$ cat src/rtl/mic_sample_capture.sv
// rtl/mic_sample_capture.sv - periodic SPI microphone sample capture with FWFT FIFO
//
// Purpose: generates mic CSB/SCK (SPI mode 0) once per sample period, shifts in
// SAMPLE_BITS MSB-first, and queues each completed sample in a first-word-fall-
// through FIFO that the CPU drains.
//
// Optional feature: define MIC_CAPTURE_IRQ_EN to enable the registered FIFO
// level interrupt; otherwise irq is tied low.
//
// Ports:
//   clk, resetn          system clock, asynchronous active-low reset
//   enable               capture enable (rising edge restarts the sample timer)
//   spi_csb/sck/sdo/sdi  mic SPI pins; sdo is held 0
//   rd_en, rd_data       FIFO pop strobe and head entry (0 when empty)
//   empty, full, count   FIFO status and occupancy
//   overrun, clr_overrun sticky lost-sample flag and its clear
//   irq                  FIFO level interrupt
module mic_sample_capture #(
  parameter int SAMPLE_BITS     = 16,
  parameter int CLK_DIV         = 4,
  parameter int SAMPLE_PERIOD   = 3125,
  parameter int FIFO_DEPTH_LOG2 = 4,
  parameter int IRQ_THRESH      = 8
) (
  input  logic                       clk,
  input  logic                       resetn,
  input  logic                       enable,
  output logic                       spi_csb,
  output logic                       spi_sck,
  output logic                       spi_sdo,
  input  logic                       spi_sdi,
  input  logic                       rd_en,
  output logic [SAMPLE_BITS-1:0]     rd_data,
  output logic                       empty,
  output logic                       full,
  output logic [FIFO_DEPTH_LOG2:0]   count,
  output logic                       overrun,
  input  logic                       clr_overrun,
  output logic                       irq
);

  localparam int DEPTH = 1 << FIFO_DEPTH_LOG2;
  localparam int CNT_W = FIFO_DEPTH_LOG2 + 1;
  localparam int TMR_W = (SAMPLE_PERIOD > 2) ? $clog2(SAMPLE_PERIOD) : 1;
  localparam int DIV_W = (CLK_DIV > 1) ? $clog2(CLK_DIV) : 1;
  localparam int BIT_W = $clog2(SAMPLE_BITS + 1);

  localparam logic [TMR_W-1:0] TMR_RELOAD = TMR_W'(SAMPLE_PERIOD - 1);
  localparam logic [DIV_W-1:0] DIV_LAST   = DIV_W'(CLK_DIV - 1);
  localparam logic [BIT_W-1:0] BIT_LAST   = BIT_W'(SAMPLE_BITS - 1);
  localparam logic [CNT_W-1:0] CNT_FULL   = CNT_W'(DEPTH);

  typedef enum logic [2:0] {IDLE, SETUP, SCK_LO, SCK_HI, HOLD} state_t;

  state_t                     state, state_next;
  logic                       enable_d;
  logic [TMR_W-1:0]           timer;
  logic [DIV_W-1:0]           div_cnt;
  logic [BIT_W-1:0]           bit_cnt;
  logic [SAMPLE_BITS-1:0]     shreg;
  logic                       en_rise, tick, phase_done;
  logic                       push, pop, push_ok, drop;
  logic [FIFO_DEPTH_LOG2-1:0] wr_ptr, rd_ptr;
  logic [SAMPLE_BITS-1:0]     mem [DEPTH];
  logic [CNT_W-1:0]           count_r;
  logic                       overrun_r;

  // ---------------- sample timer ----------------
  assign en_rise = enable & ~enable_d;
  // The load cycle itself never ticks, so the first tick lands SAMPLE_PERIOD
  // cycles after the rising edge of enable.
  assign tick    = enable & ~en_rise & (timer == '0);

  always_ff @(posedge clk or negedge resetn) begin
    if (!resetn) begin
      enable_d <= 1'b0;
      timer    <= '0;
    end else begin
      enable_d <= enable;
      if (!enable)
        timer <= '0;
      else if (en_rise || timer == '0)
        timer <= TMR_RELOAD;
      else
        timer <= timer - 1'b1;
    end
  end

  // ---------------- SPI sequencer ----------------
  assign phase_done = (div_cnt == DIV_LAST);

  always_comb begin
    state_next = state;
    case (state)
      IDLE:    if (tick)       state_next = SETUP;
      SETUP:   if (phase_done) state_next = SCK_LO;
      SCK_LO:  if (phase_done) state_next = SCK_HI;
      SCK_HI:  if (phase_done) state_next = (bit_cnt == BIT_LAST) ? HOLD : SCK_LO;
      HOLD:    if (phase_done) state_next = IDLE;
      default:                 state_next = IDLE;
    endcase
    // Dropping enable aborts any transaction on the next edge.
    if (!enable) state_next = IDLE;
  end

  always_ff @(posedge clk or negedge resetn) begin
    if (!resetn) begin
      state   <= IDLE;
      div_cnt <= '0;
      bit_cnt <= '0;
      shreg   <= '0;
    end else begin
      state <= state_next;
      if (state_next != state || state == IDLE)
        div_cnt <= '0;
      else
        div_cnt <= div_cnt + 1'b1;
      if (state == IDLE)
        bit_cnt <= '0;
      else if (state == SCK_HI && phase_done)
        bit_cnt <= bit_cnt + 1'b1;
      // Sample on the edge that raises sck (mode 0).
      if (state == SCK_LO && state_next == SCK_HI)
        shreg <= {shreg[SAMPLE_BITS-2:0], spi_sdi};
    end
  end

  assign spi_csb = (state == IDLE);
  assign spi_sck = (state == SCK_HI);
  assign spi_sdo = 1'b0;

  // Push only when HOLD completes normally; an abort from HOLD leaves enable low.
  assign push = (state == HOLD) && (state_next == IDLE) && enable;

  // ---------------- FWFT FIFO ----------------
  assign empty   = (count_r == '0);
  assign full    = (count_r == CNT_FULL);
  assign pop     = rd_en & ~empty;
  assign push_ok = push & (~full | pop);
  assign drop    = push & full & ~pop;

  always_ff @(posedge clk) begin
    if (push_ok) mem[wr_ptr] <= shreg;
  end

  always_ff @(posedge clk or negedge resetn) begin
    if (!resetn) begin
      wr_ptr  <= '0;
      rd_ptr  <= '0;
      count_r <= '0;
    end else begin
      if (push_ok) wr_ptr <= wr_ptr + 1'b1;
      if (pop)     rd_ptr <= rd_ptr + 1'b1;
      case ({push_ok, pop})
        2'b10:   count_r <= count_r + 1'b1;
        2'b01:   count_r <= count_r - 1'b1;
        default: count_r <= count_r;
      endcase
    end
  end

  assign rd_data = empty ? '0 : mem[rd_ptr];
  assign count   = count_r;

  // ---------------- overrun ----------------
  // A new loss event takes priority over a same-cycle clear.
  always_ff @(posedge clk or negedge resetn) begin
    if (!resetn)
      overrun_r <= 1'b0;
    else if (drop || (tick && state != IDLE))
      overrun_r <= 1'b1;
    else if (clr_overrun)
      overrun_r <= 1'b0;
  end

  assign overrun = overrun_r;

`ifdef MIC_CAPTURE_IRQ_EN
  logic irq_r;
  always_ff @(posedge clk or negedge resetn) begin
    if (!resetn)
      irq_r <= 1'b0;
    else
      irq_r <= (count_r >= CNT_W'(IRQ_THRESH)) | overrun_r;
  end
  assign irq = irq_r;
`else
  assign irq = 1'b0;
`endif

endmodule

$ cat config.mk
export PLATFORM = sky130hd
export DESIGN_NAME = mic_sample_capture
export DESIGN_NICKNAME = d
export VERILOG_FILES = /design/src/rtl/mic_sample_capture.sv
export SDC_FILE = /design/constraint.sdc
export NUM_CORES = 1
export LEC_CHECK = 0
export ABC_CLOCK_PERIOD_IN_PS = 4830
export BUFFER_PORTS_ARGS = -buffer_cell sky130_fd_sc_hd__buf_2
export CORE_UTILIZATION = 45
export DETAILED_ROUTE_END_ITERATION = 8
export SYNTH_ARGS = -nofsm -noshare
export SYNTH_HDL_FRONTEND = slang
export SYNTH_SLANG_ARGS = --single-unit
$ cat constraint.sdc
create_clock -name clk -period 4.83 [get_ports clk]
set_clock_uncertainty 0.2 [all_clocks]
set_input_delay 1.449 -clock clk [delete_from_list [all_inputs] [get_ports clk]]
set_output_delay 1.449 -clock clk [all_outputs]
set_load 0.1 [all_outputs]
* Word-level counts from Yosys, hierarchy flattened
Memories as Yosys holds them, arrays and structs flattened.
Cells that the tools add are included.
** Word-level totals
- Bits in registers :: 53
- Bits in latches :: 0
- Bits in writable memories :: 256
- ROM bits :: 0
- Input bits :: 6
- Output and inout port bits :: 28
- Word-level logic and storage cells :: 77
- Memories kept :: 1
** Operators by class
- Add/subtract/negate cells :: 7
- $mul :: 0
- Divide/modulo/power cells :: 0
- $lt $le $gt $ge :: 0
- Eq/ne operators :: 11
- Shifts and indexed selects :: 0
- Muxes and demuxes :: 19
- Bitwise operators :: 13
- Reductions and logical operators :: 16
** Memory list
- mem :: depth 16, bits a word 16, read ports 1, clocked after Yosys merged registers in 0, write ports 1, RTL line 64 : logic [SAMPLE_BITS-1:0] mem [DEPTH];
** Operator list (number)
- $mux 12 :: 2
- $mux 3 :: 7
- $mux 16 :: 1
- $pmux 3 s5 :: 1
- $logic_not 12->1 :: 1
- $sub 12x1->12 const B :: 1
- $add 5x1->5 const B :: 2
- $mux 5 :: 2
- $pmux 5 s2 :: 1
- $eq 3x2->1 const B :: 3
- $add 4x1->4 const B :: 2
- $and 1x1->1 :: 7
- $logic_not 3->1 :: 2
- $reduce_bool 2->1 :: 3
- $eq 5x4->1 const B :: 1
- $eq 5x5->1 const B :: 1
- $logic_and 1x1->1 :: 5
- $logic_not 5->1 :: 1
- $not 1->1 :: 5
- $sub 5x1->5 const B :: 1
- $eq 2x2->1 const B :: 2
- $mux 1 :: 4
- $eq 3x1->1 const B :: 1
- $eq 3x3->1 const B :: 1
- 7 further kinds :: 9

* Logic depth before layout (Yosys ltp)
- Word-level depth :: 15
- Gate-level depth with buffers :: 10
- Gate-level depth less buffers :: 9

* Least setup slack after synthesis
OpenSTA, ideal clock, no wires.
- Kind :: register to output
- Start :: reg count_r[0], in the netlist count[0]
- End :: out rd_data[10]
- Data arrival time :: 4.031 ns
- Required time :: 3.181 ns
- Slack :: -0.850 ns
- Stages on the path, launching flop included :: 7
- Buffers on the path :: 2
- Cells stage by stage :: dfrtp_1 -> or4_1 -> nor2_1 -> or2_2 -> clkbuf_2 -> buf_2 -> o22ai_1
** Between the ends
- Longest elaborated chain between the ends :: 2
** RTL lines
- start, declared :: RTL line 65 : logic [CNT_W-1:0] count_r;
- start signal, assigned :: RTL line 155 : 2'b10: count_r <= count_r + 1'b1;
- start signal, assigned :: RTL line 156 : 2'b01: count_r <= count_r - 1'b1;
- start signal, assigned :: RTL line 157 : default: count_r <= count_r;
- $logic_not 5->1 :: RTL line 136 : assign empty = (count_r == '0);
- net empty :: RTL line 34 : output logic empty,
- $mux 16 :: RTL line 162 : assign rd_data = empty ? '0 : mem[rd_ptr];
- end, declared :: RTL line 33 : output logic [SAMPLE_BITS-1:0] rd_data,
The timed path passes the listed nets, and every way through them passes these cells.

* Worst setup path in the final report
- Start :: reg rd_ptr[0]
- End :: out rd_data[1]
** Between the ends
- Longest elaborated chain between the ends :: 2
** RTL lines
- start, declared :: RTL line 63 : logic [FIFO_DEPTH_LOG2-1:0] wr_ptr, rd_ptr;
- start signal, assigned :: RTL line 153 : if (pop) rd_ptr <= rd_ptr + 1'b1;
- $mem_v2 16x16
- $mux 16 :: RTL line 162
No other way between the ends.

==> metrics.md <==
| Metric | Value |
|---|---|
| Clock network power share | `43.3%` |
| Pleak | `between 5 and 6 nW` |
| Die ar. | `between 20000 and 30000 µm²` |
| TritonCTS buffer count | `31` |
| Slew HR | `33.5%` |
| Max VDD drop | `0.273 mV` |
| Crit Path Class | `flop to primary output` |
| Total number of vias | `just over 6000` |
| Synthesis-stage register bit count | `just over 300` |
| Final wirelength | `roughly 26000 µm` |
| Post-route cell area | `about 14000 µm²` |
| Filler cell count | `between 2000 and 2500` |
| ANT cells | `0` |
| Worst hold margin | `approximately 0.24 ns` |
| Largest net degree at the start of global routing | `37` |
| Worst Hold Class | `flop to flop` |
| Post-Syn Area | `between 10000 and 15000 µm²` |
| Number of clock sinks | `309` |
| Switching share of power | `roughly a fifth` |
| Port bufs | `31` |
| Critical path launch point type | `flop` |
| Placement Rows | `60` |
| Initial Utilization | `between 40% and 50%` |
| Hold_buf cts | `0` |
| CP peak stage delay | `approximately 0.6 ns` |
| Yosys warnings | `0` |
| WP buf/inv | `2` |
| Post-CTS setup buffers | `0` |
| Post-synth cell types | `57` |
| Final-stage net count | `730` |
| Placed cells | `~1000` |
| Post-route minimum period | `between 4 and 5 ns` |
| Initial antenna violation count | `0` |
| Resize count post-CTS | `0` |
| Logic pwr share | `under 10%` |
| Maxcap violations | `0` |
| Hold Vio Cnt, Final | `0` |
| Core area | `27100 µm²` |
| Unrepaired setup endpoints after global routing | `false` |
| Area contributors post-synth | `edfxtp_1 62%, mux4_2 12%, dfrtp_1 11%` |
| Worst-margin pin slew | `between 0.9 and 1 ns` |
| Final Cycle Share | `between 90% and 100%` |
| Avg Inst Size Synth | `approximately 19 µm²` |
| Most common cell after layout, fill and taps aside | `edfxtp_1` |
| Crit path DAT | `2.87 ns` |
| Ratio of cells with drive above 1 in the final layout | `between 30% and 40%` |
| Critical R2R Launch | `count[3]$_DFFE_PN0P_` |
| Most frequent cells in the layout | `256 x edfxtp_1, 64 x mux4_2, 50 x dfrtp_1, 33 x mux2i_1` |
| Setup crit end kind | `primary output` |
| Status | `complete, no violations` |
| Final HPWL DP | `15100 µm` |
| Max Clock Freq | `between 200 and 250 MHz` |
| Cells after synthesis | `roughly 650` |
| Int Pwr | `0.00431 W` |
| Hold path start | `div_cnt[0]$_DFF_PN0_` |
| Finished Layout Cells | `between 1000 and 1500` |
| Root Buffer | `clkbuf_16` |
| Slowest cell on crit path | `dfrtp_4` |
| Slew Viols, Final | `0` |
| Post-synth EDFFs | `between 200 and 300` |
| DR WL/cell | `23.4 µm` |
| GPL Wtd Cong | `~0.7` |
| Post-synthesis sequential area ratio | `72.1%` |
| Post-synth top area share | `just over 60%` |
| Yosys top cell by area | `edfxtp_1` |
| DRC viols | `0` |
| TritonRoute pass-1 iters | `5` |
| CP Cell Sequence | `buf_12 > mux4_2 > mux2i_1 > o22ai_1 > buf_2` |
| Power per cell area | `between 300 and 400 nW/µm²` |
| DP Area | `13400 µm²` |
| First-pass GRT wire length | `~39000 µm` |
| WP data required | `~3.2 ns` |
| Die extent in y | `around 170 µm` |
| Overall global routing resource usage | `between 10% and 20%` |
| Worst skew pair latency | `approximately 0.57 ns` |
| CP top delay family | `multiplexers` |
| Routed vias/inst | `5.53` |
| Setup violations, final | `0` |
| Clk buf depth | `3` |
| Setup crit start | `rd_ptr[0]$_DFFE_PN0P_` |
| Final worst slack | `roughly 0.31 ns` |
| Die X | `approximately 170 µm` |
| Number of global-route vias before repair | `~6400` |
| Grt ovf | `0` |
| Clock transition at path regs | `roughly 0.060 ns` |
| Critical path peak fanout | `28` |
| CTS tree | `done` |
| Post-route ant nets | `0` |
| DR iter-0 viols | `between 400 and 500` |
| H-tree levels | `1` |
| Net Sw Power | `roughly 0.0011 W` |
| FFs w/ async S/R, synth | `between 10% and 20%` |
| Pre-CTS setup slack | `approximately 0.85 ns` |
| Finished Core Util | `between 50% and 60%` |
| IO Count | `34` |
| Layout area overhead | `15.1%` |
| Post-synth top flop | `edfxtp_1` |
| Seq pwr share | `a little over half` |
-- Yosys cell counts, drive strengths merged, types with 8 or more instances --
master  instances
nand2          13
mux2i          33
buf            18
ha             13
and2           10
mux4           64
clkbuf         16
nor4            8
inv            19
o22ai          20
dfrtp          53
xnor2          11
a21oi           8
edfxtp        256
mux2           20
nor2           20
-- final timing paths --
check | end | slack [ns] | cells after the start
worst min register to register | div_cnt[0]$_DFF_PN0_ | 0.24 | 1
max in group asynchronous | count[4]$_DFFE_PN0P_ | 2.83 | 2
worst min-delay path | div_cnt[0]$_DFF_PN0_ | 0.24 | 1
worst max register to register | count[4]$_DFFE_PN0P_ | 1.58 | 8
min in group asynchronous | shreg[8]$_DFFE_PN0P_ | 0.85 | 1
worst max-delay path | rd_data[1] | 0.31 | 5
-- power by group through the flow --
stage	clock network, W	logic [W]	registers (W)
2_1_floorplan	0	0.000131	0.00295
3_3_place_gp	0	0.000157	0.00296
3_5_place_dp	0	0.000162	0.00296
4_1_cts	0.00238	0.000164	0.00290
5_1_grt	0.00248	0.000180	0.00291
6_report	0.00234	0.000161	0.00290
-- stage by stage --
stage                     power [W]  setup TNS [ns]
after floorplan             0.00308           -1.35
after global placement      0.00311               0
after detailed placement    0.00312               0
after CTS                   0.00545               0
after global routing        0.00556               0
final                       0.00540               0
-- kinds of logic (layout without fill, tap and decap cells) --
group / after synthesis / in the layout / share of synthesized area, %
other cells: 1 / 2 / 0.0300
fa+ha+maj: 14 / 14 / 1.46
mux: 117 / 117 / 16.0
flops: 309 / 309 / 72.1
xor+xnor: 17 / 17 / 1.19
simple gates: 83 / 83 / 3.84
buf+inv: 53 / 135 / 1.83
compound gates: 58 / 58 / 3.52
-- cell type report --
type	count	area, µm²	share of cell area [%]
well taps	372	465	3.24
flip-flops and latches	309	9020	62.7
clock buffers	45	878	6.11
clock inverters	13	129	0.896
multi-input cells	291	3360	23.4
repair buffers	58	458	3.18
inverters	19	71.3	0.496
-- layer usage --
metal  GRT usage (%)  up-vias  part of all wire [%]
li1                -     2735                     -
met1            26.0     3238                    44
met2            32.1      110                    51
met3            2.50       36                   3.1
met4            4.62        0                   1.8
met5               0        -                     0
-- state kept, by name, indices dropped and copies added, names as in the netlist --
register,count
mem,256
shreg,16
timer,12
bit_cnt,5
count,5
rd_ptr,4
wr_ptr,4
state,3
div_cnt,2
enable_d,1
overrun,1
Power figures use the tool's default switching activity.
